--- src/rtl/sm83_pkg.sv ---
// sm83_pkg: shared SM83 register-file types, write strobes and helpers.
package sm83_pkg;

    typedef logic [8:0] r8_t;

    typedef enum logic [2:0] {R8_B, R8_C, R8_D, R8_E, R8_H, R8_L} gp_r8_sel_t;
    typedef enum logic [1:0] {R16_BC, R16_DE, R16_HL} gp_r16_sel_t;
    typedef enum logic [2:0] {T16_BC, T16_DE, T16_HL, T16_PC, T16_SP} r16_tgt_t;
    typedef enum logic {IDU_INC, IDU_DEC} idu_op_t;

    typedef struct packed {
        logic ir, ie, a, f, gp8, gp16, pc, sp;
    } reg_wen_vec_t;

    typedef struct packed {
        r8_t ir, ie, a, f, b, c, d, e, h, l;
        logic [15:0] pc, sp;
    } reg_vec_t;

    localparam logic [7:0] F_MASK = 8'hF0;

    function automatic logic [15:0] pick16(input r16_tgt_t t, input logic [15:0] bc,
                                           input logic [15:0] de, input logic [15:0] hl,
                                           input logic [15:0] pc, input logic [15:0] sp);
        return t == T16_BC ? bc : t == T16_DE ? de : t == T16_HL ? hl :
               t == T16_PC ? pc : t == T16_SP ? sp : 16'h0000;
    endfunction

endpackage

--- src/rtl/sm83_idu.sv ---
// sm83_idu: combinational 16-bit increment/decrement, wraps modulo 2^16.
module sm83_idu
    import sm83_pkg::*;
(
    input  logic [15:0] in,
    input  idu_op_t     op,
    output logic [15:0] out
);

    assign out = op == IDU_INC ? in + 16'd1 : in - 16'd1;

endmodule

--- src/rtl/sm83_regfile.sv ---
// sm83_regfile: SM83 architectural registers with write-strobe muxing and the IDU.
// Explicit writes beat IDU writes; a dropped IDU write is flagged one cycle later.
module sm83_regfile
    import sm83_pkg::*;
#(
    parameter logic [15:0] PC_RESET = 16'h0000,
    parameter logic [15:0] SP_RESET = 16'hFFFE
) (
    input  logic         clk,
    input  logic         rst,
    input  reg_wen_vec_t wen,
    input  gp_r8_sel_t   wr_sel8,
    input  gp_r16_sel_t  wr_sel16,
    input  logic [7:0]   wr_data8,
    input  logic [15:0]  wr_data16,
    input  logic         idu_req,
    input  idu_op_t      idu_op,
    input  r16_tgt_t     idu_tgt,
    output logic [15:0]  idu_out,
    output logic         idu_clash,
    input  gp_r8_sel_t   rd_sel8,
    output logic [7:0]   rd_data8,
    input  r16_tgt_t     rd_sel16,
    output logic [15:0]  rd_data16,
    output reg_vec_t     regs
);

    // gp bytes ordered B,C,D,E,H,L so pair p is bytes {2p, 2p+1}
    logic [7:0]  gp_q [6];
    logic [7:0]  gp_d [6];
    logic [7:0]  ir_q, ir_d, ie_q, ie_d, a_q, a_d, f_q, f_d;
    logic [15:0] pc_q, pc_d, sp_q, sp_d;
    logic        clash_q, clash_d;
    logic [15:0] bc, de, hl, idu_in;
    logic [2:0]  gp16_hit;
    logic [5:0]  gp8_hit;
    logic [3:0]  pair_wen;
    logic        idu_we;

    assign bc = {gp_q[0], gp_q[1]};
    assign de = {gp_q[2], gp_q[3]};
    assign hl = {gp_q[4], gp_q[5]};
    assign idu_in = pick16(idu_tgt, bc, de, hl, pc_q, sp_q);

    sm83_idu u_idu (
        .in  (idu_in),
        .op  (idu_op),
        .out (idu_out)
    );

    always_comb begin
        for (int p = 0; p < 3; p++) gp16_hit[p] = wen.gp16 && int'(wr_sel16) == p;
        for (int i = 0; i < 6; i++) gp8_hit[i] = wen.gp8 && int'(wr_sel8) == i;
        pair_wen[3] = 1'b0;
        for (int p = 0; p < 3; p++) pair_wen[p] = gp16_hit[p] | gp8_hit[2*p] | gp8_hit[2*p+1];
        clash_d = idu_req && ((idu_tgt == T16_PC && wen.pc) || (idu_tgt == T16_SP && wen.sp) ||
                              (int'(idu_tgt) < 3 && pair_wen[idu_tgt[1:0]]));
        idu_we = idu_req && !clash_d;
        for (int i = 0; i < 6; i++)
            gp_d[i] = gp16_hit[i/2] ? (i[0] ? wr_data16[7:0] : wr_data16[15:8]) :
                      gp8_hit[i] ? wr_data8 :
                      (idu_we && int'(idu_tgt) == i/2) ? (i[0] ? idu_out[7:0] : idu_out[15:8]) :
                      gp_q[i];
        ir_d = wen.ir ? wr_data8 : ir_q;
        ie_d = wen.ie ? wr_data8 : ie_q;
        a_d  = wen.a ? wr_data8 : a_q;
        f_d  = wen.f ? wr_data8 & F_MASK : f_q;
        pc_d = wen.pc ? wr_data16 : (idu_we && idu_tgt == T16_PC) ? idu_out : pc_q;
        sp_d = wen.sp ? wr_data16 : (idu_we && idu_tgt == T16_SP) ? idu_out : sp_q;
    end

    always_ff @(posedge clk) begin
        if (rst) begin
            for (int i = 0; i < 6; i++) gp_q[i] <= '0;
            ir_q    <= '0;
            ie_q    <= '0;
            a_q     <= '0;
            f_q     <= '0;
            pc_q    <= PC_RESET;
            sp_q    <= SP_RESET;
            clash_q <= 1'b0;
        end else begin
            for (int i = 0; i < 6; i++) gp_q[i] <= gp_d[i];
            ir_q    <= ir_d;
            ie_q    <= ie_d;
            a_q     <= a_d;
            f_q     <= f_d;
            pc_q    <= pc_d;
            sp_q    <= sp_d;
            clash_q <= clash_d;
        end
    end

    assign idu_clash = clash_q;
    assign rd_data8  = int'(rd_sel8) < 6 ? gp_q[rd_sel8] : 8'h00;
    assign rd_data16 = pick16(rd_sel16, bc, de, hl, pc_q, sp_q);

    assign regs = '{ir: {1'b0, ir_q}, ie: {1'b0, ie_q}, a: {1'b0, a_q}, f: {1'b0, f_q & F_MASK},
                    b: {1'b0, gp_q[0]}, c: {1'b0, gp_q[1]}, d: {1'b0, gp_q[2]},
                    e: {1'b0, gp_q[3]}, h: {1'b0, gp_q[4]}, l: {1'b0, gp_q[5]},
                    pc: pc_q, sp: sp_q};

endmodule

--- config.mk ---
export PLATFORM = sky130hd
export DESIGN_NAME = sm83_regfile
export DESIGN_NICKNAME = d
export VERILOG_FILES = /design/src/rtl/sm83_pkg.sv /design/src/rtl/sm83_idu.sv /design/src/rtl/sm83_regfile.sv
export SDC_FILE = /design/constraint.sdc
export NUM_CORES = 1
export LEC_CHECK = 0
export BUFFER_PORTS_ARGS = -buffer_cell sky130_fd_sc_hd__buf_2
export CAP_MARGIN = 20
export CORE_ASPECT_RATIO = 2
export CORE_MARGIN = 8
export CORE_UTILIZATION = 40
export DETAILED_ROUTE_END_ITERATION = 10
export PLACE_DENSITY = 0.66
export SLEW_MARGIN = 20
export SYNTH_ARGS = -nofsm -noshare
export SYNTH_HDL_FRONTEND = slang
export SYNTH_SLANG_ARGS = --single-unit
--- constraint.sdc ---
create_clock -name clk -period 3.4 [get_ports clk]
set_input_delay 0 -clock clk [delete_from_list [all_inputs] [get_ports clk]]
set_output_delay 0 -clock clk [all_outputs]
set_load 0.1 [all_outputs]
==> results.md <==
| Step | Quantity | Reported |
| --- | --- | --- |
| worst setup path | CP Max Fanout | 6 |
| layout | Share of the core filled with cells | 54.2% |
| worst hold path | Hold/Removal Path Class | input pin to flip-flop |
| die | Core Rows | 71 |
| layout | Layout-stage area growth over the synthesis result | 33.0% |
| power | Power per Cell Area | 575 mW/mm² |
| logic synthesis | Total number of yosys warnings | 0 |
| layout | Antenna diode count | 0 |
| worst setup path | Stage delay of the slowest cell on the critical path | 0.39 ns |
| route | Via/cell ratio | 6.16 |
| timing | Total setup violations reported at the end of the flow | 0 |
| placement | Standard cell area after detailed placement | 0.00956 mm² |
| power | Leak | 4.50 nW |
| layout | Number of standard cells in the layout, taps in and fillers out | 1,501 |
| timing | Count of final hold-check violations | 0 |
| timing | Max Clock Skew | 0.0146 ns |
| placement | Placer congestion estimate | 1.02 |
| logic synthesis | Post-synthesis instance area | 0.00763 mm² |
| logic synthesis | Mean instance size in the synthesized netlist | 7.38 µm² |
| timing | Slew headroom | 39.9% |
| clock tree | CTS buffer count | 9 |
| timing | Setup TNS | 0 ns |
| global route | Overall routing resource usage | 31.0% |
| global route | Number of antenna violations at the first check in global routing | 1 |
| power | Share of total power in the clock network | 21.0% |
| placement | Cells after DPL | 1,469 |
| logic synthesis | Post-synthesis sequential area ratio | 28.6% |
| route | Initial DRC Count | 916 |
| route | Number of iterations in the first detailed-routing pass | 7 |
| global route | Vias in the first global route | 8,990 |
| clock tree | CTS H-tree lvls | 3 |
| worst setup path | Data required time of the worst path | 3.40 ns |
| layout | Fill count | 1,803 |
| worst setup path | Number of buffer and inverter stages on the critical path | 2 |
| power | P_sw | 2.94 mW |
| layout | Commonest non-fill, non-tap cells in the layout | buf_2, nand2_1, nor2_1, a21oi_1, buf_4 |
| power | Switching part of the total | 50.3% |
| die | Die height | 211 µm |
| clock tree | Root cell of the clock tree | clkbuf_16 |
| power | Worst vdd ir | 0.257 mV |
| power | Cell-internal power | 2.90 mW |
| layout | Net count, final | 1,308 |
| timing | Total count of max-transition violations in the final report | 0 |
| run | MaxCap Viol Count | 0 |
| logic synthesis | Post-Syn Instances | 1,035 |
| layout | Leading cell type in the layout, fill and taps excluded | buf_2 |
| timing | Shortest clock period the worst path allows after layout | 3.36 ns |
| placement | DP Wirelength | 29,100 µm |
| logic synthesis | EDFF count, synth | 0 |
| layout | Non-Filler Cell Area, Final | 0.0102 mm² |
| worst setup path | Critical R2R Launch | gp_q[5][4] |
| route | Vias after detailed routing | 9,251 |
| power | Final Power | 5.84 mW |
| timing | Max Fclk | 0.298 GHz |
| power | Combinational group share of total power | 52.7% |
| status | Status | complete, no violations |
| die | Count of pins on the block boundary | 213 |
| worst setup path | Worst Setup SP | gp_q[5][4] |
| route | ANT nets after route | 0 |
| clock tree | Clk_lat worst skew | 0.36 ns |
| worst setup path | List of cells traversed by the critical path | mux2_4 -> a221oi_2 -> o21ai_1 -> ha_2 -> nand2_2 -> a211o_4 -> a211oi_2 -> nor2_1 -> xnor2_4 -> buf_4 -> buf_12 |
| timing | Worst-case hold slack | 0.00390 ns |
| route | Count of unresolved DRC violations after routing | 0 |
| worst setup path | R2R Setup Slk | 0.28 ns |
| logic synthesis | Distinct cells, synth | 70 |
| die | Die ar. | 0.0240 mm² |
| worst setup path | Type of element capturing the critical path | primary output |
| worst setup path | Arrival time of data at the critical path endpoint | 3.36 ns |
| die | Initial Util | 40.7% |
| worst setup path | Family of cells with the greatest summed delay on the critical path | compound AO/OA/AOI/OAI gates |
| worst setup path | Critical path's slowest cell | dfxtp_4 |
| layout | Fraction of layout instances using a drive strength above 1 | 33.4% |
| die | Horizontal die dimension | 114 µm |
| global route | GR Overflow Total | 0 |
| timing | Slew @ Worst Pin | 0.899 ns |
| timing | Fin crit share | 98.7% |
| clock tree | Clock net sink count | 109 |
| clock tree | Clock buffer depth | 2 |
| worst setup path | Type of the worst setup path | flip-flop to primary output |
| placement | Count of input and output buffers | 198 |
| clock tree | TritonCTS clock tree | done |
| logic synthesis | Number of synthesized register bits | 109 |
| logic synthesis | Top flip-flop cell by instance count after synthesis | dfxtp_1 |
| logic synthesis | Async set-reset flop share out of synthesis | 0% |
| power | Flop pwr share | 26.4% |
| global route | Wire length of the first global-routing pass | 56,000 µm |
| die | Area inside the core boundary | 0.0187 mm² |
| clock tree | Reg clk slew, reported paths | 0.07 ns |
| worst hold path | Hold path start | wen[4] |
| route | Wirelength, routed | 38,000 µm |
| route | Routed wire length per instance | 25.3 µm |
| worst setup path | CP startpoint kind | flip-flop |
| placement | Pre-CTS setup slack | 0.0558 ns |
| timing | Smallest setup slack after layout | 0.0438 ns |
| global route | Pin count of the biggest net entering global routing | 53 |
routing by layer:
| layer | track usage [%] | vias up | part of all wire (%) |
|---|---|---|---|
| met5 | 0 | - | 0 |
| met4 | 22.1 | 0 | 7.3 |
| met3 | 6.65 | 170 | 9.1 |
| met2 | 52.6 | 625 | 49 |
| met1 | 33.3 | 4333 | 35 |
| li1 | - | 4123 | - |
cells by family after synthesis:
| logic type | share of synthesized area [%] |
|---|---|
| adder cells (fa/ha/maj) | 2.72 |
| AND/OR/NAND/NOR | 22.4 |
| buffers and inverters | 7.08 |
| flip-flops | 28.6 |
| other | 0.0491 |
| AO/OA/AOI/OAI | 28.5 |
| multiplexers | 9.54 |
| XOR/XNOR | 1.15 |
repair_timing:
item | in CTS | in global routing
buffers inserted | 0 | 4
hold buffers | 13 | 0
setup endpoints to repair | 7 | 9
pin swaps | 2 | 8
hold endpoints to repair | 13 | 0
resized for setup | 5 | 17
worst paths after layout:
kind | cells past startpoint | endpoint
worst min-delay path | 3 | f_q[6]
worst max-delay path | 11 | idu_out[9]
worst min register to register | 2 | sp_q[2]
worst max register to register | 14 | gp_q[0][4]
area by class of cell:
type,instances,area (µm²),share of cell area (%)
Timing Repair Buffer,283,1880,18.5
Clock inverter,3,66.3,0.653
Tap cell,255,319,3.14
Inverter,24,93.8,0.924
Clock buffer,12,268,2.64
Multi-Input combinational cell,815,5240,51.6
Sequential cell,109,2290,22.5
power by group through the flow:
stage	Combinational (mW)	Sequential (mW)	Clock, mW
floorplan	1.49	2.22	0
global placement	2.98	1.56	0
detailed placement	2.99	1.56	0
CTS	3.02	1.53	1.23
global route	3.19	1.55	1.27
finish	3.08	1.54	1.22
Yosys cell counts, types with 3 or more instances:
cell type | instances | area share, %
dfxtp_1 | 109 | 29
o22a_1 | 17 | 2.0
nand3b_1 | 5 | 0.49
a221oi_1 | 30 | 3.4
nor2_1 | 136 | 6.7
o211ai_1 | 13 | 1.3
a22oi_1 | 26 | 2.6
mux2i_1 | 39 | 5.1
nand3_1 | 24 | 1.6
ha_1 | 15 | 2.5
a21o_1 | 3 | 0.29
buf_4 | 14 | 1.4
a2111oi_0 | 3 | 0.34
or3_1 | 3 | 0.25
clkbuf_1 | 60 | 2.9
nor2b_1 | 8 | 0.66
a31oi_1 | 23 | 1.9
and3_1 | 5 | 0.41
a21oi_1 | 93 | 6.1
o22ai_1 | 10 | 0.82
and2_1 | 3 | 0.25
a211oi_1 | 12 | 1.2
buf_1 | 18 | 0.88
nand2b_1 | 9 | 0.74
o221a_2 | 6 | 0.88
a311oi_1 | 4 | 0.46
o21ai_0 | 62 | 4.1
inv_1 | 24 | 1.2
nand2_1 | 161 | 7.9
nor3_1 | 11 | 0.72
buf_2 | 6 | 0.39
mux2_2 | 14 | 2.1
xnor2_1 | 10 | 1.1
a211o_1 | 5 | 0.57
mux4_2 | 8 | 2.4
registers in the layout, summed over array words and instances, names as in the netlist:
register,cells
gp_q,48
pc_q,16
sp_q,16
a_q,8
ie_q,8
ir_q,8
f_q,4
idu_clash,1
tightest hold or removal path: stages:
cell and delay, ns:
buf_2 0.17, mux2i_1 0.09, nor2_1 0.07
Power figures use the tool's default switching activity.
